--- config.mk ---
export PLATFORM = sky130hd
export DESIGN_NAME = ftm_nmr_flat
export DESIGN_NICKNAME = d
export VERILOG_FILES = /design/src/rtl/ftm_nmr_if.sv /design/src/rtl/ftm_nmr.sv /design/src/flat_wrapper.sv
export SDC_FILE = /design/constraint.sdc
export NUM_CORES = 1
export LEC_CHECK = 0
export BUFFER_PORTS_ARGS = -buffer_cell sky130_fd_sc_hd__buf_2
export CORE_MARGIN = 2
export CORE_UTILIZATION = 51
export DETAILED_ROUTE_END_ITERATION = 10
export PLACE_DENSITY = 0.68
export SYNTH_ARGS = -nofsm -noshare
export SYNTH_HDL_FRONTEND = slang
export SYNTH_SLANG_ARGS = --single-unit
--- constraint.sdc ---
create_clock -name clk_i -period 4.85 [get_ports clk_i]
set_input_delay 0.2425 -clock clk_i [delete_from_list [all_inputs] [get_ports clk_i]]
set_output_delay 0.2425 -clock clk_i [all_outputs]
set_load 0.02 [all_outputs]
--- src/rtl/ftm_nmr_if.sv ---
// ftm_nmr_if: bundle of the signals exchanged between the redundant cores,
// the recovery firmware path and the ftm_nmr fault-tolerance manager.
//   master : drives the per-core retire tuples, enable, read requests, done
//   slave  : the manager; returns read data, core reset/recover controls and
//            fault status
// Core k occupies slice k of every packed per-core vector.
`timescale 1ns/1ps
interface ftm_nmr_if #(
  parameter int NUM_CORES  = 2,
  parameter int ADDR_WIDTH = 5,
  parameter int DATA_WIDTH = 32
);
  logic                             enable_i;
  logic [NUM_CORES-1:0]             valid_i;
  logic [NUM_CORES-1:0]             we_i;
  logic [NUM_CORES*ADDR_WIDTH-1:0]  addr_i;
  logic [NUM_CORES*DATA_WIDTH-1:0]  data_i;
  logic [NUM_CORES*DATA_WIDTH-1:0]  pc_i;
  logic                             rec_req_i;
  logic [ADDR_WIDTH:0]              rec_addr_i;
  logic                             rec_gnt_o;
  logic                             rec_rvalid_o;
  logic [DATA_WIDTH-1:0]            rec_rdata_o;
  logic                             done_i;
  logic                             reset_no;
  logic                             recover_o;
  logic                             recovering_o;
  logic                             error_o;
  logic                             fatal_o;
  logic [NUM_CORES-1:0]             faulty_core_o;
  logic [7:0]                       err_count_o;

  modport master (
    output enable_i, valid_i, we_i, addr_i, data_i, pc_i,
           rec_req_i, rec_addr_i, done_i,
    input  rec_gnt_o, rec_rvalid_o, rec_rdata_o, reset_no, recover_o,
           recovering_o, error_o, fatal_o, faulty_core_o, err_count_o
  );

  modport slave (
    input  enable_i, valid_i, we_i, addr_i, data_i, pc_i,
           rec_req_i, rec_addr_i, done_i,
    output rec_gnt_o, rec_rvalid_o, rec_rdata_o, reset_no, recover_o,
           recovering_o, error_o, fatal_o, faulty_core_o, err_count_o
  );
endinterface

--- src/rtl/ftm_nmr.sv ---
// ftm_nmr: N-modular (DMR/TMR) fault-tolerance manager.
// Compares (DMR) or majority-votes (TMR) the per-core writeback tuples
// {valid, we, addr, data, pc}, commits clean results into a shadow register
// file plus a checkpoint PC, and sequences core reset / firmware recovery
// with a bounded retry count before declaring a fatal fault.
// Ports:
//   clk_i  : clock, all state on the rising edge
//   rst_ni : asynchronous active-low reset (control state only; shadow RF
//            and checkpoint keep their contents)
//   bus    : ftm_nmr_if slave modport (core tuples, read port, recovery
//            handshake, status outputs)
`timescale 1ns/1ps
module ftm_nmr #(
  parameter int NUM_CORES         = 2,
  parameter int ADDR_WIDTH        = 5,
  parameter int DATA_WIDTH        = 32,
  parameter int RESET_CYCLES      = 4,
  parameter int MAX_RETRIES       = 3,
  parameter int RESYNC_ON_CORRECT = 1
) (
  input logic   clk_i,
  input logic   rst_ni,
  ftm_nmr_if.slave bus
);

  localparam int TW = 2 + ADDR_WIDTH + 2 * DATA_WIDTH;
  localparam int RW = $clog2(MAX_RETRIES + 1);
  localparam int CW = (RESET_CYCLES > 1) ? $clog2(RESET_CYCLES) : 1;

  typedef enum logic [1:0] {ST_RUN, ST_RESET, ST_RECOVER, ST_FATAL} state_t;

  state_t                 state;
  logic [RW-1:0]          retry;
  logic [CW-1:0]          rst_cnt;
  logic                   core_reset_n;
  logic                   recover_q;
  logic                   recovering_q;
  logic                   error_q;
  logic                   fatal_q;
  logic [NUM_CORES-1:0]   faulty_q;
  logic [7:0]             err_count;
  logic                   rvalid_q;
  logic [DATA_WIDTH-1:0]  rdata_q;

  logic [DATA_WIDTH-1:0]  rf [2**ADDR_WIDTH];
  logic [DATA_WIDTH-1:0]  ckpt;

  logic [TW-1:0]          tuple [NUM_CORES];
  logic [TW-1:0]          voted;
  logic [NUM_CORES-1:0]   blame;
  logic                   multi;
  logic                   single;

  for (genvar k = 0; k < NUM_CORES; k++) begin : g_tuple
    assign tuple[k] = {bus.valid_i[k], bus.we_i[k],
                       bus.addr_i[k*ADDR_WIDTH +: ADDR_WIDTH],
                       bus.data_i[k*DATA_WIDTH +: DATA_WIDTH],
                       bus.pc_i[k*DATA_WIDTH +: DATA_WIDTH]};
  end

  if (NUM_CORES == 3) begin : g_tmr
    // Bitwise majority; "multi" means no single core explains the vote,
    // which includes the case where all three cores disagree.
    assign voted = (tuple[0] & tuple[1]) | (tuple[0] & tuple[2]) | (tuple[1] & tuple[2]);
    for (genvar k = 0; k < 3; k++) begin : g_blame
      assign blame[k] = (tuple[k] != voted);
    end
    assign multi  = (blame[0] & blame[1]) | (blame[0] & blame[2]) | (blame[1] & blame[2]);
    assign single = (|blame) & ~multi;
  end else begin : g_dmr
    assign voted  = tuple[0];
    assign blame  = '0;
    assign multi  = (tuple[0] != tuple[1]);
    assign single = 1'b0;
  end

  logic [TW-1:0]          sel;
  logic                   sel_valid;
  logic                   sel_we;
  logic [ADDR_WIDTH-1:0]  sel_addr;
  logic [DATA_WIDTH-1:0]  sel_data;
  logic [DATA_WIDTH-1:0]  sel_pc;
  logic                   in_run;
  logic                   check;
  logic                   uncorr;
  logic                   corr;
  logic                   fault;
  logic                   go_reset;
  logic                   ckpt_we;
  logic                   rf_we;
  logic                   clean;

  // Bypass (enable low) takes core 0's tuple as-is and never raises faults.
  assign sel       = bus.enable_i ? voted : tuple[0];
  assign sel_valid = sel[TW-1];
  assign sel_we    = sel[TW-2];
  assign sel_addr  = sel[TW-3 -: ADDR_WIDTH];
  assign sel_data  = sel[DATA_WIDTH +: DATA_WIDTH];
  assign sel_pc    = sel[DATA_WIDTH-1:0];

  assign in_run   = (state == ST_RUN);
  assign check    = bus.enable_i & in_run & (|bus.valid_i);
  assign uncorr   = check & multi;
  assign corr     = check & single;
  assign fault    = uncorr | corr;
  assign go_reset = uncorr | (corr & (RESYNC_ON_CORRECT != 0));
  assign ckpt_we  = in_run & sel_valid & ~uncorr;
  assign rf_we    = ckpt_we & sel_we;
  assign clean    = in_run & sel_valid & ~fault;

  assign bus.rec_gnt_o     = bus.rec_req_i;
  assign bus.rec_rvalid_o  = rvalid_q;
  assign bus.rec_rdata_o   = rdata_q;
  assign bus.reset_no      = core_reset_n;
  assign bus.recover_o     = recover_q;
  assign bus.recovering_o  = recovering_q;
  assign bus.error_o       = error_q;
  assign bus.fatal_o       = fatal_q;
  assign bus.faulty_core_o = faulty_q;
  assign bus.err_count_o   = err_count;

  // Control FSM and status; every output is registered here.
  always_ff @(posedge clk_i or negedge rst_ni) begin
    if (!rst_ni) begin
      state        <= ST_RUN;
      retry        <= '0;
      rst_cnt      <= '0;
      core_reset_n <= 1'b0;
      recover_q    <= 1'b0;
      recovering_q <= 1'b0;
      error_q      <= 1'b0;
      fatal_q      <= 1'b0;
      faulty_q     <= '0;
      err_count    <= '0;
      rvalid_q     <= 1'b0;
    end else begin
      error_q  <= fault;
      faulty_q <= faulty_q | (blame & {NUM_CORES{check}});
      rvalid_q <= bus.rec_req_i;
      if (fault && err_count != 8'hFF) err_count <= err_count + 8'd1;
      case (state)
        ST_RUN: begin
          core_reset_n <= 1'b1;
          if (go_reset) begin
            core_reset_n <= 1'b0;
            if (retry == RW'(MAX_RETRIES)) begin
              state   <= ST_FATAL;
              fatal_q <= 1'b1;
            end else begin
              state        <= ST_RESET;
              recovering_q <= 1'b1;
              retry        <= retry + RW'(1);
              rst_cnt      <= '0;
            end
          end else if (clean) begin
            retry <= '0;
          end
        end
        ST_RESET: begin
          // Entered with reset_no already low, so the low phase spans
          // exactly RESET_CYCLES edges.
          if (rst_cnt == CW'(RESET_CYCLES - 1)) begin
            state        <= ST_RECOVER;
            core_reset_n <= 1'b1;
            recover_q    <= 1'b1;
          end else begin
            rst_cnt <= rst_cnt + CW'(1);
          end
        end
        ST_RECOVER: begin
          if (bus.done_i) begin
            state        <= ST_RUN;
            recover_q    <= 1'b0;
            recovering_q <= 1'b0;
          end
        end
        ST_FATAL: begin
          core_reset_n <= 1'b0;
          recover_q    <= 1'b0;
          recovering_q <= 1'b0;
          fatal_q      <= 1'b1;
        end
        default: state <= ST_RUN;
      endcase
    end
  end

  // Shadow state survives rst_ni; the read samples before the commit lands,
  // so a same-cycle read of a written address returns the old value.
  always_ff @(posedge clk_i) begin
    if (rf_we) rf[sel_addr] <= sel_data;
    if (ckpt_we) ckpt <= sel_pc;
    if (bus.rec_req_i) begin
      rdata_q <= bus.rec_addr_i[ADDR_WIDTH] ? ckpt : rf[bus.rec_addr_i[ADDR_WIDTH-1:0]];
    end
  end

endmodule

--- src/flat_wrapper.sv ---
// flat-port wrapper written by rule: the top's interface ports become plain ports
module ftm_nmr_flat 
#(
  parameter int NUM_CORES         = 2,
  parameter int ADDR_WIDTH        = 5,
  parameter int DATA_WIDTH        = 32,
  parameter int RESET_CYCLES      = 4,
  parameter int MAX_RETRIES       = 3,
  parameter int RESYNC_ON_CORRECT = 1
)
  (clk_i, rst_ni, bus_enable_i, bus_valid_i, bus_we_i, bus_addr_i, bus_data_i, bus_pc_i, bus_rec_req_i, bus_rec_addr_i, bus_done_i, bus_rec_gnt_o, bus_rec_rvalid_o, bus_rec_rdata_o, bus_reset_no, bus_recover_o, bus_recovering_o, bus_error_o, bus_fatal_o, bus_faulty_core_o, bus_err_count_o);
  ftm_nmr_if #(.NUM_CORES(NUM_CORES), .ADDR_WIDTH(ADDR_WIDTH), .DATA_WIDTH(DATA_WIDTH)) bus_i ();
  input logic clk_i;
  input logic rst_ni;
  input wire logic [$bits(bus_i.enable_i)-1:0] bus_enable_i;
  input wire logic [$bits(bus_i.valid_i)-1:0] bus_valid_i;
  input wire logic [$bits(bus_i.we_i)-1:0] bus_we_i;
  input wire logic [$bits(bus_i.addr_i)-1:0] bus_addr_i;
  input wire logic [$bits(bus_i.data_i)-1:0] bus_data_i;
  input wire logic [$bits(bus_i.pc_i)-1:0] bus_pc_i;
  input wire logic [$bits(bus_i.rec_req_i)-1:0] bus_rec_req_i;
  input wire logic [$bits(bus_i.rec_addr_i)-1:0] bus_rec_addr_i;
  input wire logic [$bits(bus_i.done_i)-1:0] bus_done_i;
  output wire logic [$bits(bus_i.rec_gnt_o)-1:0] bus_rec_gnt_o;
  output wire logic [$bits(bus_i.rec_rvalid_o)-1:0] bus_rec_rvalid_o;
  output wire logic [$bits(bus_i.rec_rdata_o)-1:0] bus_rec_rdata_o;
  output wire logic [$bits(bus_i.reset_no)-1:0] bus_reset_no;
  output wire logic [$bits(bus_i.recover_o)-1:0] bus_recover_o;
  output wire logic [$bits(bus_i.recovering_o)-1:0] bus_recovering_o;
  output wire logic [$bits(bus_i.error_o)-1:0] bus_error_o;
  output wire logic [$bits(bus_i.fatal_o)-1:0] bus_fatal_o;
  output wire logic [$bits(bus_i.faulty_core_o)-1:0] bus_faulty_core_o;
  output wire logic [$bits(bus_i.err_count_o)-1:0] bus_err_count_o;
  assign bus_i.enable_i = bus_enable_i;
  assign bus_i.valid_i = bus_valid_i;
  assign bus_i.we_i = bus_we_i;
  assign bus_i.addr_i = bus_addr_i;
  assign bus_i.data_i = bus_data_i;
  assign bus_i.pc_i = bus_pc_i;
  assign bus_i.rec_req_i = bus_rec_req_i;
  assign bus_i.rec_addr_i = bus_rec_addr_i;
  assign bus_i.done_i = bus_done_i;
  assign bus_rec_gnt_o = bus_i.rec_gnt_o;
  assign bus_rec_rvalid_o = bus_i.rec_rvalid_o;
  assign bus_rec_rdata_o = bus_i.rec_rdata_o;
  assign bus_reset_no = bus_i.reset_no;
  assign bus_recover_o = bus_i.recover_o;
  assign bus_recovering_o = bus_i.recovering_o;
  assign bus_error_o = bus_i.error_o;
  assign bus_fatal_o = bus_i.fatal_o;
  assign bus_faulty_core_o = bus_i.faulty_core_o;
  assign bus_err_count_o = bus_i.err_count_o;
  ftm_nmr #(.NUM_CORES(NUM_CORES), .ADDR_WIDTH(ADDR_WIDTH), .DATA_WIDTH(DATA_WIDTH), .RESET_CYCLES(RESET_CYCLES), .MAX_RETRIES(MAX_RETRIES), .RESYNC_ON_CORRECT(RESYNC_ON_CORRECT)) u_core (.clk_i(clk_i), .rst_ni(rst_ni), .bus(bus_i));
endmodule
==> flow_summary.toml <==
[timing]
maxSlewViolCount = 0
tightestPinTransition_ns = 1.07
max_clock_freq_mhz = 257
whs_ns = 0.0651
timing.clock.skew_ns = 0.0236
timing.final.crit_period_ns = 3.89
slew_headroom_pct = 28.8
period_share_pct = 80.2
setup_viol_count_final = 0
grt_setup_unrepaired = "false"
hold_viol_final = 0
setup_total_negative_slack_ns = 0

[run_status]
outcome = "complete, no violations"

[clocking]
ctsLongestPathBuffers = 3
numCtsBuffers = 110
clk_pin_slew_worst_paths_ns = 0.06
cts_tree = "built"
resized_cells_post_cts = 0
cts_setup_buffers = 0
tritoncts_num_sinks = 1108
cts-root-buf = "sky130_fd_sc_hd__clkbuf_16"
cts-htree-levels = 3
insertion_delay_ns = 0.67

[global_routing]
number_of_antenna_violations_at_the_first_check_in_global_routing = 8
maximum_number_of_pins_on_one_net_before_global_route_repair = 80
grt_first_pass_wirelength_um = 156000
grt_util_all_layers_pct = 25.8
first_global_vias = 21389
global_route_total_overflow = 0

[setup_path]
cp-startpoint = "bus_data_i[7]"
r2r_startpoint = "u_core.state[0]"
setup.worst_path.start_class = "input pin"
worstSetupEndpointType = "flip-flop"
r2r_end = "u_core.rf[23][14]"
crit_type = "in2reg"
worst_ep_required_time_ns = 5.22
rr_worst_depth = 6
critical_path_arrival_ns = 4.26
critical_path.max_fanout = 23
r2r_setup_slack_ns = 1.60
capture_point_of_the_worst_path = "u_core.rf[26][21]"

[logic_synthesis]
synth_sequential_area_ratio_pct = 76.9
synth-async-reset-ratio_pct = 1.81
post-synth-top-area-fraction_pct = 75.8
post_synth_top_cells = "sky130_fd_sc_hd__edfxtp_1 (1088), sky130_fd_sc_hd__mux4_2 (320), sky130_fd_sc_hd__xnor2_1 (54), sky130_fd_sc_hd__clkbuf_1 (47)"
edff_count_synth = 1088
netlist_instances = 1862
postSynthRegisterBits = 1108
yosys-top-cells-area = "sky130_fd_sc_hd__edfxtp_1 (76%), sky130_fd_sc_hd__mux4_2 (17%), sky130_fd_sc_hd__dfrtp_1 (1.2%)"
ys_warn_count = 0
post-synth-top-area-cell = "sky130_fd_sc_hd__edfxtp_1"
synth_flop_cell = "sky130_fd_sc_hd__edfxtp_1"
post-synth-top-count-cell = "sky130_fd_sc_hd__edfxtp_1"
synth_area_per_cell_um2 = 23.2
yosysUniqueCellTypes = 49
syn-cell-area_um2 = 43100

[placed_design]
finalWeightedCongestion = 0.845
buffer_ports.inserted = 199
post-place-cells = 3206
place.detailed.hpwl_um = 68600

[floorplan]
floorplan.die_area_um2 = 86900
floorplan.die.height_um = 295
floorplan.io_pins = 202
fp.dieW_um = 295
floorplan.initialDensity_pct = 51.5
core_area_um2 = 83700
placementRows = 106

[detailed_routing]
routedWlPerCell_um = 31.8
detailedRoute.firstIterationViolations = 2807
via_per_inst = 6.16
detail-route-antenna-nets = 0
detailed_routing_iterations_pass_1 = 5
vias = 21296
totalWireLength_um = 110000
remaining_routing_drc_violations = 0

[power]
peakVddDrop_v = 0.000296
leakage_nw = 16.4
p_per_area_nw_per_um2 = 396

[flow_run]
maxCapViolations = 0

[finish]
drive_above_1_share_pct = 35.3
fin_nets = 2388
stdcell_count = 3456
layout.core_utilization_pct = 60.3
area.growth.synth_to_final_pct = 17.0

[hold_path]
min-delay-path-class = "in2async"
## worst max-delay path, stage by stage
cell and delay [ns]:
sky130_fd_sc_hd__dlygate4sd3_1 0.53, sky130_fd_sc_hd__buf_2 0.17, sky130_fd_sc_hd__xnor2_1 0.56, sky130_fd_sc_hd__nand4_1 0.51
sky130_fd_sc_hd__nor4_1 0.28, sky130_fd_sc_hd__and4_1 0.37, sky130_fd_sc_hd__a21o_4 0.18, sky130_fd_sc_hd__buf_4 0.27
sky130_fd_sc_hd__nand4b_4 0.35, sky130_fd_sc_hd__nor2_4 0.49, sky130_fd_sc_hd__buf_12 0.27
## through the flow
step           instance area (µm²)  power [mW]  worst slack [ns]
6_report                     50400        20.0             0.959
5_1_grt                      50400        20.5             0.843
4_1_cts                      50400        20.1             0.977
3_5_place_dp                 46400        11.8             0.748
3_3_place_gp                 46400        11.8             0.704
2_1_floorplan                43100        11.3             0.842
## layout by cell type (no fill, tap or decap), types with 3 or more instances in the layout
master / instances
sky130_fd_sc_hd__edfxtp_1: 1088
sky130_fd_sc_hd__mux4_2: 320
sky130_fd_sc_hd__buf_2: 195
sky130_fd_sc_hd__clkbuf_16: 112
sky130_fd_sc_hd__buf_4: 78
sky130_fd_sc_hd__xnor2_1: 54
sky130_fd_sc_hd__nand2_1: 42
sky130_fd_sc_hd__dlygate4sd3_1: 42
sky130_fd_sc_hd__o21ai_0: 38
sky130_fd_sc_hd__mux2i_1: 35
sky130_fd_sc_hd__nor2_4: 32
sky130_fd_sc_hd__clkinv_1: 27
sky130_fd_sc_hd__buf_12: 25
sky130_fd_sc_hd__clkbuf_1: 24
sky130_fd_sc_hd__dfrtp_1: 20
sky130_fd_sc_hd__inv_1: 17
sky130_fd_sc_hd__clkinv_2: 17
sky130_fd_sc_hd__nand4_1: 12
sky130_fd_sc_hd__nand2b_1: 10
sky130_fd_sc_hd__nor2_1: 10
sky130_fd_sc_hd__ha_1: 9
sky130_fd_sc_hd__bufinv_16: 9
sky130_fd_sc_hd__clkbuf_8: 9
sky130_fd_sc_hd__xor2_1: 8
sky130_fd_sc_hd__nor2b_1: 8
sky130_fd_sc_hd__nor3_1: 7
sky130_fd_sc_hd__nand3_1: 7
sky130_fd_sc_hd__nor4_1: 5
sky130_fd_sc_hd__a21oi_1: 5
sky130_fd_sc_hd__o2111ai_1: 3
sky130_fd_sc_hd__and3_1: 3
sky130_fd_sc_hd__nand3b_1: 3
sky130_fd_sc_hd__o31ai_1: 3
sky130_fd_sc_hd__clkinvlp_4: 3
sky130_fd_sc_hd__inv_6: 3
## kinds of logic after synthesis
kind of cell	count (synthesis)	share of synthesized area (%)
and+or+nand+nor	149	1.77
buffers and inverters	108	1.14
xor gates and xnor gates	62	1.26
other	1	0.00870
muxes	357	17.6
adders and majority gates	9	0.261
AOI/OAI and AO/OA	68	1.04
DFF	1108	76.9
## worst min path at each step
stage	start	cells past startpoint	slack, ns	endpoint
floorplan	rst_ni	0	-0.05	u_core.bus.err_count_o[0]
global placement	rst_ni	1	0.20	u_core.bus.fatal_o
detailed placement	rst_ni	1	0.21	u_core.bus.err_count_o[6]
CTS	rst_ni	2	0.03	u_core.state[1]
global route	bus_valid_i[0]	3	0.06	u_core.retry[1]
finish	rst_ni	2	0.07	u_core.state[0]
## sequential cells by signal, summed over array words and instances (netlist names)
name / flops
u_core.bus.err_count_o: 8
u_core.bus.error_o: 1
u_core.bus.fatal_o: 1
u_core.bus.rec_rdata_o: 32
u_core.bus.rec_rvalid_o: 1
u_core.bus.recover_o: 1
u_core.bus.recovering_o: 1
u_core.bus.reset_no: 1
u_core.ckpt: 32
u_core.retry: 2
u_core.rf: 1024
u_core.rst_cnt: 2
u_core.state: 2
## timing repair
item,CTS,global route
hold buffers,42,0
hold endpoints to repair,70,0
endpoints found under the setup margin,0,0
## where the power goes
| part | switching [mW] | internal (mW) |
|---|---|---|
| registers | 0.00985 | 10.5 |
| logic | 0.641 | 0.440 |
| clock network | 3.53 | 4.84 |
| total | 4.18 | 15.8 |
## layer usage
layer | vias up | track usage (%) | wire (µm)
met1 | 11335 | 37.6 | 43900
met3 | 165 | 5.54 | 11300
met2 | 1161 | 39.8 | 51800
met4 | 10 | 7.78 | 2960
met5 | - | 0 | 53
li1 | 8625 | - | -
## area by class of cell
cell class	count	area [µm²]
Antenna cell	1	2.50
Clock buffer	145	3020
Clock inverter	62	553
Fill cell	5729	33200
Inverter	17	63.8
Multi-Input combinational cell	647	9700
Sequential cell	1108	33200
Tap cell	1134	1420
Timing Repair Buffer	342	2510
No activity file was read; power rests on OpenSTA's default activity.
